[src/rtl/fifo_burst_reader.sv]
// Read-side burst master for the async FIFO: drains burst_len words through a 2-entry skid buffer
// onto a valid/ready stream. Optional FIFO_RD_STATS_EN adds a saturating word_cnt output.
module fifo_burst_reader #(
  parameter int DW    = 16,
  parameter int LEN_W = 8
) (
  input  logic             rclk,
  input  logic             rrst,
  input  logic             start,
  input  logic [LEN_W-1:0] burst_len,
  output logic             busy,
  output logic             done,
  output logic             fifo_rd,
  input  logic [DW-1:0]    fifo_rdata,
  input  logic             fifo_rempty,
  output logic             out_valid,
  input  logic             out_ready,
  output logic [DW-1:0]    out_data,
  output logic [1:0]       dbg_state
`ifdef FIFO_RD_STATS_EN
  ,
  output logic [31:0]      word_cnt
`endif
);

  // Stream handshake: a word transfers on a rising edge where out_valid and out_ready are both 1;
  // once raised, out_valid and out_data stay fixed until that transfer happens.

  typedef enum logic [1:0] {
    S_IDLE = 2'd0,
    S_READ = 2'd1,
    S_DONE = 2'd2
  } state_t;

  state_t           state, state_nxt;
  logic [LEN_W-1:0] issue_rem;
  logic [LEN_W-1:0] deliver_rem;
  logic             inflight;
  logic [1:0]       occ;
  logic [DW-1:0]    buf0;
  logic [DW-1:0]    buf1;
  logic             pop;
  logic             accept;
  logic [2:0]       fill;

  assign busy      = (state == S_READ);
  assign done      = (state == S_DONE);
  assign out_valid = (occ != 2'd0);
  assign out_data  = buf0;
  assign dbg_state = state;
  assign pop       = out_valid & out_ready;
  assign accept    = (state == S_IDLE) & start;

  // Words the buffer will hold after this edge, before counting a new read; crediting the pop
  // lets a read issue every cycle while downstream keeps accepting.
  assign fill    = {1'b0, occ} + {2'b0, inflight} - {2'b0, pop};
  assign fifo_rd = (state == S_READ) & ~fifo_rempty & (issue_rem != '0) & (fill < 3'd2);

  always_comb begin
    state_nxt = state;
    case (state)
      S_IDLE: if (start) state_nxt = (burst_len == '0) ? S_DONE : S_READ;
      S_READ: if (pop && (deliver_rem == LEN_W'(1))) state_nxt = S_DONE;
      S_DONE: state_nxt = S_IDLE;
      default: state_nxt = S_IDLE;
    endcase
  end

  always_ff @(posedge rclk or posedge rrst) begin
    if (rrst) begin
      state <= S_IDLE;
    end else begin
      state <= state_nxt;
    end
  end

  always_ff @(posedge rclk or posedge rrst) begin
    if (rrst) begin
      issue_rem   <= '0;
      deliver_rem <= '0;
      inflight    <= 1'b0;
    end else begin
      inflight <= fifo_rd;
      if (accept) begin
        issue_rem   <= burst_len;
        deliver_rem <= burst_len;
      end else begin
        if (fifo_rd) issue_rem <= issue_rem - LEN_W'(1);
        if (pop) deliver_rem <= deliver_rem - LEN_W'(1);
      end
    end
  end

  // buf0 is always the head; the FIFO's read data lands one cycle after fifo_rd.
  always_ff @(posedge rclk or posedge rrst) begin
    if (rrst) begin
      occ  <= 2'd0;
      buf0 <= '0;
      buf1 <= '0;
    end else begin
      case ({inflight, pop})
        2'b10: begin
          if (occ == 2'd0) buf0 <= fifo_rdata;
          else             buf1 <= fifo_rdata;
          occ <= occ + 2'd1;
        end
        2'b01: begin
          buf0 <= buf1;
          occ  <= occ - 2'd1;
        end
        2'b11: begin
          if (occ == 2'd1) begin
            buf0 <= fifo_rdata;
          end else begin
            buf0 <= buf1;
            buf1 <= fifo_rdata;
          end
        end
        default: ;
      endcase
    end
  end

`ifdef FIFO_RD_STATS_EN
  always_ff @(posedge rclk or posedge rrst) begin
    if (rrst) begin
      word_cnt <= '0;
    end else if (pop && (word_cnt != 32'hFFFF_FFFF)) begin
      word_cnt <= word_cnt + 32'd1;
    end
  end
`endif

endmodule

[config.mk]
export PLATFORM = sky130hd
export DESIGN_NAME = fifo_burst_reader
export DESIGN_NICKNAME = d
export VERILOG_FILES = /design/src/rtl/fifo_burst_reader.sv
export SDC_FILE = /design/constraint.sdc
export NUM_CORES = 1
export LEC_CHECK = 0
export CAP_MARGIN = 5
export CORE_ASPECT_RATIO = 0.8
export CORE_UTILIZATION = 35
export DETAILED_ROUTE_END_ITERATION = 7
export SLEW_MARGIN = 20
export SYNTH_ARGS = -nofsm -noshare
export SYNTH_HDL_FRONTEND = slang
export SYNTH_SLANG_ARGS = --single-unit
[constraint.sdc]
create_clock -name rclk -period 3.19 [get_ports rclk]
set_input_delay 0.4785 -clock rclk [delete_from_list [all_inputs] [get_ports rclk]]
set_output_delay 0.4785 -clock rclk [all_outputs]
set_load 0.01 [all_outputs]
### Word level (Yosys, flattened, before mapping)

Cells that the tools add are included.

* register bits after elaboration: 53
* output and inout port bits: 22
* word-level logic and storage cells: 61

* add/subtract/negate cells: 6
* magnitude comparators: 1
* eq/ne operators: 12
* multiplexer cells: 15
* bitwise gates (word level): 6
* reduce and logical (&&, ||, !) cells: 14

Operators by type and width (number)
* $mux 16: 4
* $pmux 16 s3: 1
* $mux 8: 4
* $pmux 16 s2: 1
* $sub 8x1->8 const B: 2
* $reduce_bool 2->1: 5
* $eq 8x1->1 const B: 1
* $logic_not 8->1: 1
* $ne 2x2->1 const B: 4
* $pmux 2 s2: 2
* $reduce_bool 8->1: 1
* $eq 2x1->1 const B: 3
* $eq 2x2->1 const B: 3
* $mux 2: 3
* $and 1x1->1: 5
* $logic_not 2->1: 2
* $reduce_and 2->1: 2
* $add 2x1->3: 1
* $lt 3x2->1 const B: 1
* $reduce_and 3->1: 1
* $reduce_bool 3->1: 1
* $sub 3x1->3: 1
* $add 2x1->2 const B: 1
* $ne 2x1->1 const B: 1
* 3 further kinds: 3

### Longest topological paths before layout

* depth in word-level cells: 7
* depth in mapped cells: 12
* mapped depth without buffers: 11

### Least setup slack after synthesis

OpenSTA, ideal clock, no wires.

* path kind: reg-to-reg
* start: reg occ[1]
* end: reg issue_rem[7]
* setup time: 0.071 ns
* arrival: 2.771 ns
* slack: 0.349 ns
* stages on the path, launching flop included: 12
* buffers on the path: 1
* period minus slack after synthesis: 2.841 ns
* cell sequence: dfrtp_1 inv_1 ha_1 nand2b_1 nor2_1 o21ai_0 fa_1 nor4bb_1 o211ai_2 clkbuf_2 or3_1 nand4_1

* word-level cells in the longest chain between the ends: 6
* elaborated cells on any way between the ends: 7
* classes of those cells: add/sub: 2; order compare: 1; bitwise: 2; reduce/logical: 2

Ends and longest elaborated chain
* start: declaration: RTL line 39 `logic [1:0] occ;`
* start signal: assignment: RTL line 105 `occ <= occ + 2'd1;`
* start signal: assignment: RTL line 109 `occ <= occ - 2'd1;`
* branches (longest 2 deep; another with $add 2x1->3)
* $sub 3x1->3 *: RTL line 56 `assign fill = {1'b0, occ} + {2'b0, inflight} - {2'b0, pop};`
* $lt 3x2->1 *: RTL line 57 `assign fifo_rd = (state == S_READ) & ~fifo_rempty & (issue_rem != '0) & (fill < 3'd2);`
* $and 1x1->1 *: RTL line 57
* $reduce_bool 2->1 (no source line) *
* end signal: assignment: RTL line 85 `issue_rem <= burst_len;`
* end signal: assignment: RTL line 88 `if (fifo_rd) issue_rem <= issue_rem - LEN_W'(1);`
* end: declaration: RTL line 36 `logic [LEN_W-1:0] issue_rem;`

Mark *: on every way between the ends.
A chain may end at the register's enable or synchronous reset.

### Worst setup path in the final report

* start: reg occ[1]
* end: out fifo_rd

* word-level cells in the longest chain between the ends: 5
* elaborated cells on any way between the ends: 6
* classes of those cells: add/sub: 2; order compare: 1; bitwise: 2; reduce/logical: 1

Ends and longest elaborated chain
* branches (longest 2 deep; another with $add 2x1->3)
* $sub 3x1->3 *: RTL line 56
* $lt 3x2->1 *: RTL line 57
* $and 1x1->1 *: RTL line 57
* end: declaration: RTL line 13 `output logic fifo_rd,`

Marked as above.

==> summary.txt <==
Setup path
  – Reg2Reg Launch Point: occ[1]
  – Max stage delay on crit path: about 0.52 ns
  – WS Path Type: reg2out
  – Startpoint Class: flip-flop
  – Slowest-stage cell, CP: fa_1
  – Worst Path Arrival: 2.53 ns
  – Max Fanout on Critical Path: 3
  – Crit path cell chain: inv_1, ha_1, nand2b_1, nor2_2, o21ai_1, fa_1, nor4bb_4, o211ai_2, inv_2, dlygate4sd2_1
  – Crit end category: output pin
  – Required @ worst endpoint: 2.71 ns
  – CP startpoint: occ[1]

Logic synthesis
  – Ys async rst share: 100%
  – Number of distinct library cells after synthesis: 41
  – Post-synth top area cell: dfrtp_1
  – Number of synthesized register bits: 53
  – Synth Warn #: 0
  – Synth Cell Area: 2590 um^2
  – Synthesized Nets: 281
  – Synth cell count leaders: 53 x dfrtp_1, 31 x nand2_1, 26 x o21ai_0
  – Post-synth top area share: 51.2%
  – Top FF cell, synth: dfrtp_1
  – Area contributors post-synth: dfrtp_1 51%, mux2_2 6.9%, mux2i_1 6.2%
  – Register area share after synthesis: 51.2%
  – Number of enable flip-flop cells after synthesis: 0
  – Post-synthesis cell count: 245
  – Most common cell in the netlist: dfrtp_1
  – Syn avg cell area: 10.6 um^2

Finish
  – Fillers: 663
  – Finished Core Util: 48.4%
  – ANT cells: 0
  – Total Nets Final: 345
  – Share of layout cells above drive strength 1: between 10% and 20%
  – Register Area: 1330 um^2
  – Post-Layout Cell Count: 397
  – Final instance area: about 3400 um^2
  – Area Growth Syn to Fin: 31.1%
  – Combined area of the multi-input logic cells: 1210 um^2

Floorplan
  – Initial core utilization: 36.9%
  – Die H: slightly below 80 um
  – Num ports: 51
  – Core ar.: 7030 um^2
  – Die ar.: slightly below 8000 um^2
  – Row cnt: 27
  – Die width: 98.2 um

Route
  – Vias per cell: 5.05
  – Via total after detailed routing: 2,006
  – DR WL/cell: around 14 um
  – DR iter-0 viols: 96
  – # DRC: 0
  – Drt first pass iters: 6
  – Routed WL: ~5700 um
  – Final ANT Viol Nets: 0

Global routing
  – Initial antenna violation count: 0
  – Total track usage: 15.8%
  – Largest net degree at the start of global routing: 54
  – Number of global-route vias before repair: 1,953
  – Global-route wire length before repair: 9690 um
  – GR Overflow Total: 0

Power
  – Leakage: approximately 1.5 nW
  – Net Sw Power: 1.16 mW
  – Clk pwr share: 12.1%
  – Internal: between 1.5 and 2 mW
  – Peak VDD IR: between 400 and 500 uV
  – Sw Share: 37.3%
  – Logic pwr share: roughly half
  – Share of power burned in registers: 39.7%
  – Power Dens Cells: a little over 900 nW/um^2

Placement
  – Placed Cells: 388
  – Post-DP HPWL: 4070 um
  – Gp weighted congestion: between 0.8 and 0.9
  – IO buf count: 50
  – Area post-placement: 3290 um^2

Timing
  – Final Hold Viols: 0
  – Tcrit/Tclk final: around 94%
  – Fmax: 333 MHz
  – Setup TNS: 0 ns
  – Final setup fails: 0
  – Max Slew Vio Count: 0
  – Worst slew margin: 54.3%
  – Setup Skew: 0.00709 ns
  – Fin crit period: 3.00 ns
  – Slew @ Worst Pin: 0.684 ns
  – RSZ-0062 raised after global routing: false

CTS
  – H-tree depth: 2
  – Clk_lat worst skew: 0.30 ns
  – CTS tree: built
  – CTS Buf Count: 5
  – Hold bufs inserted after CTS: 0
  – Reg clk slew, reported paths: 0.10 ns
  – Root Buffer: clkbuf_8
  – CTS Buffer Depth: 2
  – CTS Sinks: 53

Min path
  – Worst Hold Launch: out_data[0]
  – Hold crit path type: reg2reg

Flow run
  – Max_cap viols: 0

Status
  – Outcome: completed
==> logic make-up (layout without fill, tap and decap cells) <==
kind of cell / Yosys count / after routing / synth area share, %
adder cells (fa/ha/maj): 7 / 7 / 3.67
flip-flops: 53 / 53 / 51.2
buffers and inverters: 20 / 85 / 3.04
AO/OA/AOI/OAI: 41 / 41 / 9.70
AND/OR/NAND/NOR: 81 / 81 / 15.6
multiplexers: 32 / 32 / 13.1
XOR/XNOR: 11 / 11 / 3.72
==> area by class of cell <==
class	count	area share, %
clock buffer	5	2.02
inverter	12	1.32
clock inverter	3	0.515
timing repair buffer	65	18.4
multi-input combinational	172	35.6
tap	87	3.20
sequential	53	39.0
==> per-layer routing <==
metal	share of wire (%)	routed length [um]	vias up	track usage, %
met3	3.1	176	5	2.55
li1	-	-	990	-
met4	1.1	62	0	4.03
met2	44	2510	36	24.2
met5	0	0	-	0
met1	51	2920	975	23.3
==> stage by stage <==
| stage | hold WS [ns] | setup slack [ns] | power [mW] |
|---|---|---|---|
| after CTS | 0.493 | 0.0475 | 3.15 |
| after detailed placement | 0.469 | -0.246 | 2.73 |
| after global placement | 0.461 | -0.143 | 2.68 |
| after global routing | 0.506 | 0.00483 | 3.39 |
| after floorplan | 0.480 | 0.349 | 2.12 |
| final | 0.484 | 0.185 | 3.12 |
==> flip-flops by register name, indices dropped and copies added (netlist names) <==
name	cells
buf1	16
dbg_state	2
deliver_rem	8
inflight	1
issue_rem	8
occ	2
out_data	16
==> cells in the final DEF (no fill, tap or decap), types with 2 or more instances in the layout <==
master           instances
nor2_1                  11
a21oi_1                  2
nor4_1                   2
clkdlybuf4s50_1         49
xnor2_1                  5
o211ai_1                 3
or3_1                    3
inv_1                   10
mux2_2                  16
nand4_1                  3
or4_1                    3
inv_2                    2
mux2i_1                 16
o21ai_0                 25
o21ai_1                  2
ha_1                     6
clkbuf_8                 5
xor2_1                   6
buf_4                   14
nor3b_1                  2
nand2_1                 31
clkinv_2                 2
nand3_1                 15
dfrtp_1                 53
nor2b_1                  2
==> timing repair <==
| action | in CTS | in global routing |
|---|---|---|
| setup endpoints to repair | 1 | 1 |
| setup buffers | 1 | 0 |
| pin swaps | 0 | 2 |
| gates resized for setup | 4 | 1 |
==> path summary, 6_finish.rpt <==
path	slack [ns]	cells past startpoint	to
max	0.19	10	fifo_rd
min	0.48	2	out_data[0]
max reg2reg	0.58	11	issue_rem[5]
min reg2reg	0.48	2	out_data[0]
max in group asynchronous	2.41	3	buf1[7]
min in group asynchronous	0.54	3	out_data[10]
==> power by group through the flow <==
stage	Sequential [mW]	Clock, mW	Combinational, mW
finish	1.24	0.377	1.50
global route	1.29	0.424	1.67
CTS	1.24	0.394	1.51
detailed placement	1.25	0	1.48
global placement	1.24	0	1.44
floorplan	1.25	0	0.873
==> worst max-delay path, delay by kind of cell (launching register included) <==
| family | cells | cell delay (ns) |
|---|---|---|
| and+or+nand+nor | 3 | 0.50 |
| buffers and inverters | 3 | 0.41 |
| adders and majority gates | 2 | 0.73 |
| DFF | 1 | 0.37 |
| AOI/OAI and AO/OA | 2 | 0.23 |
Power figures use the tool's default switching activity.
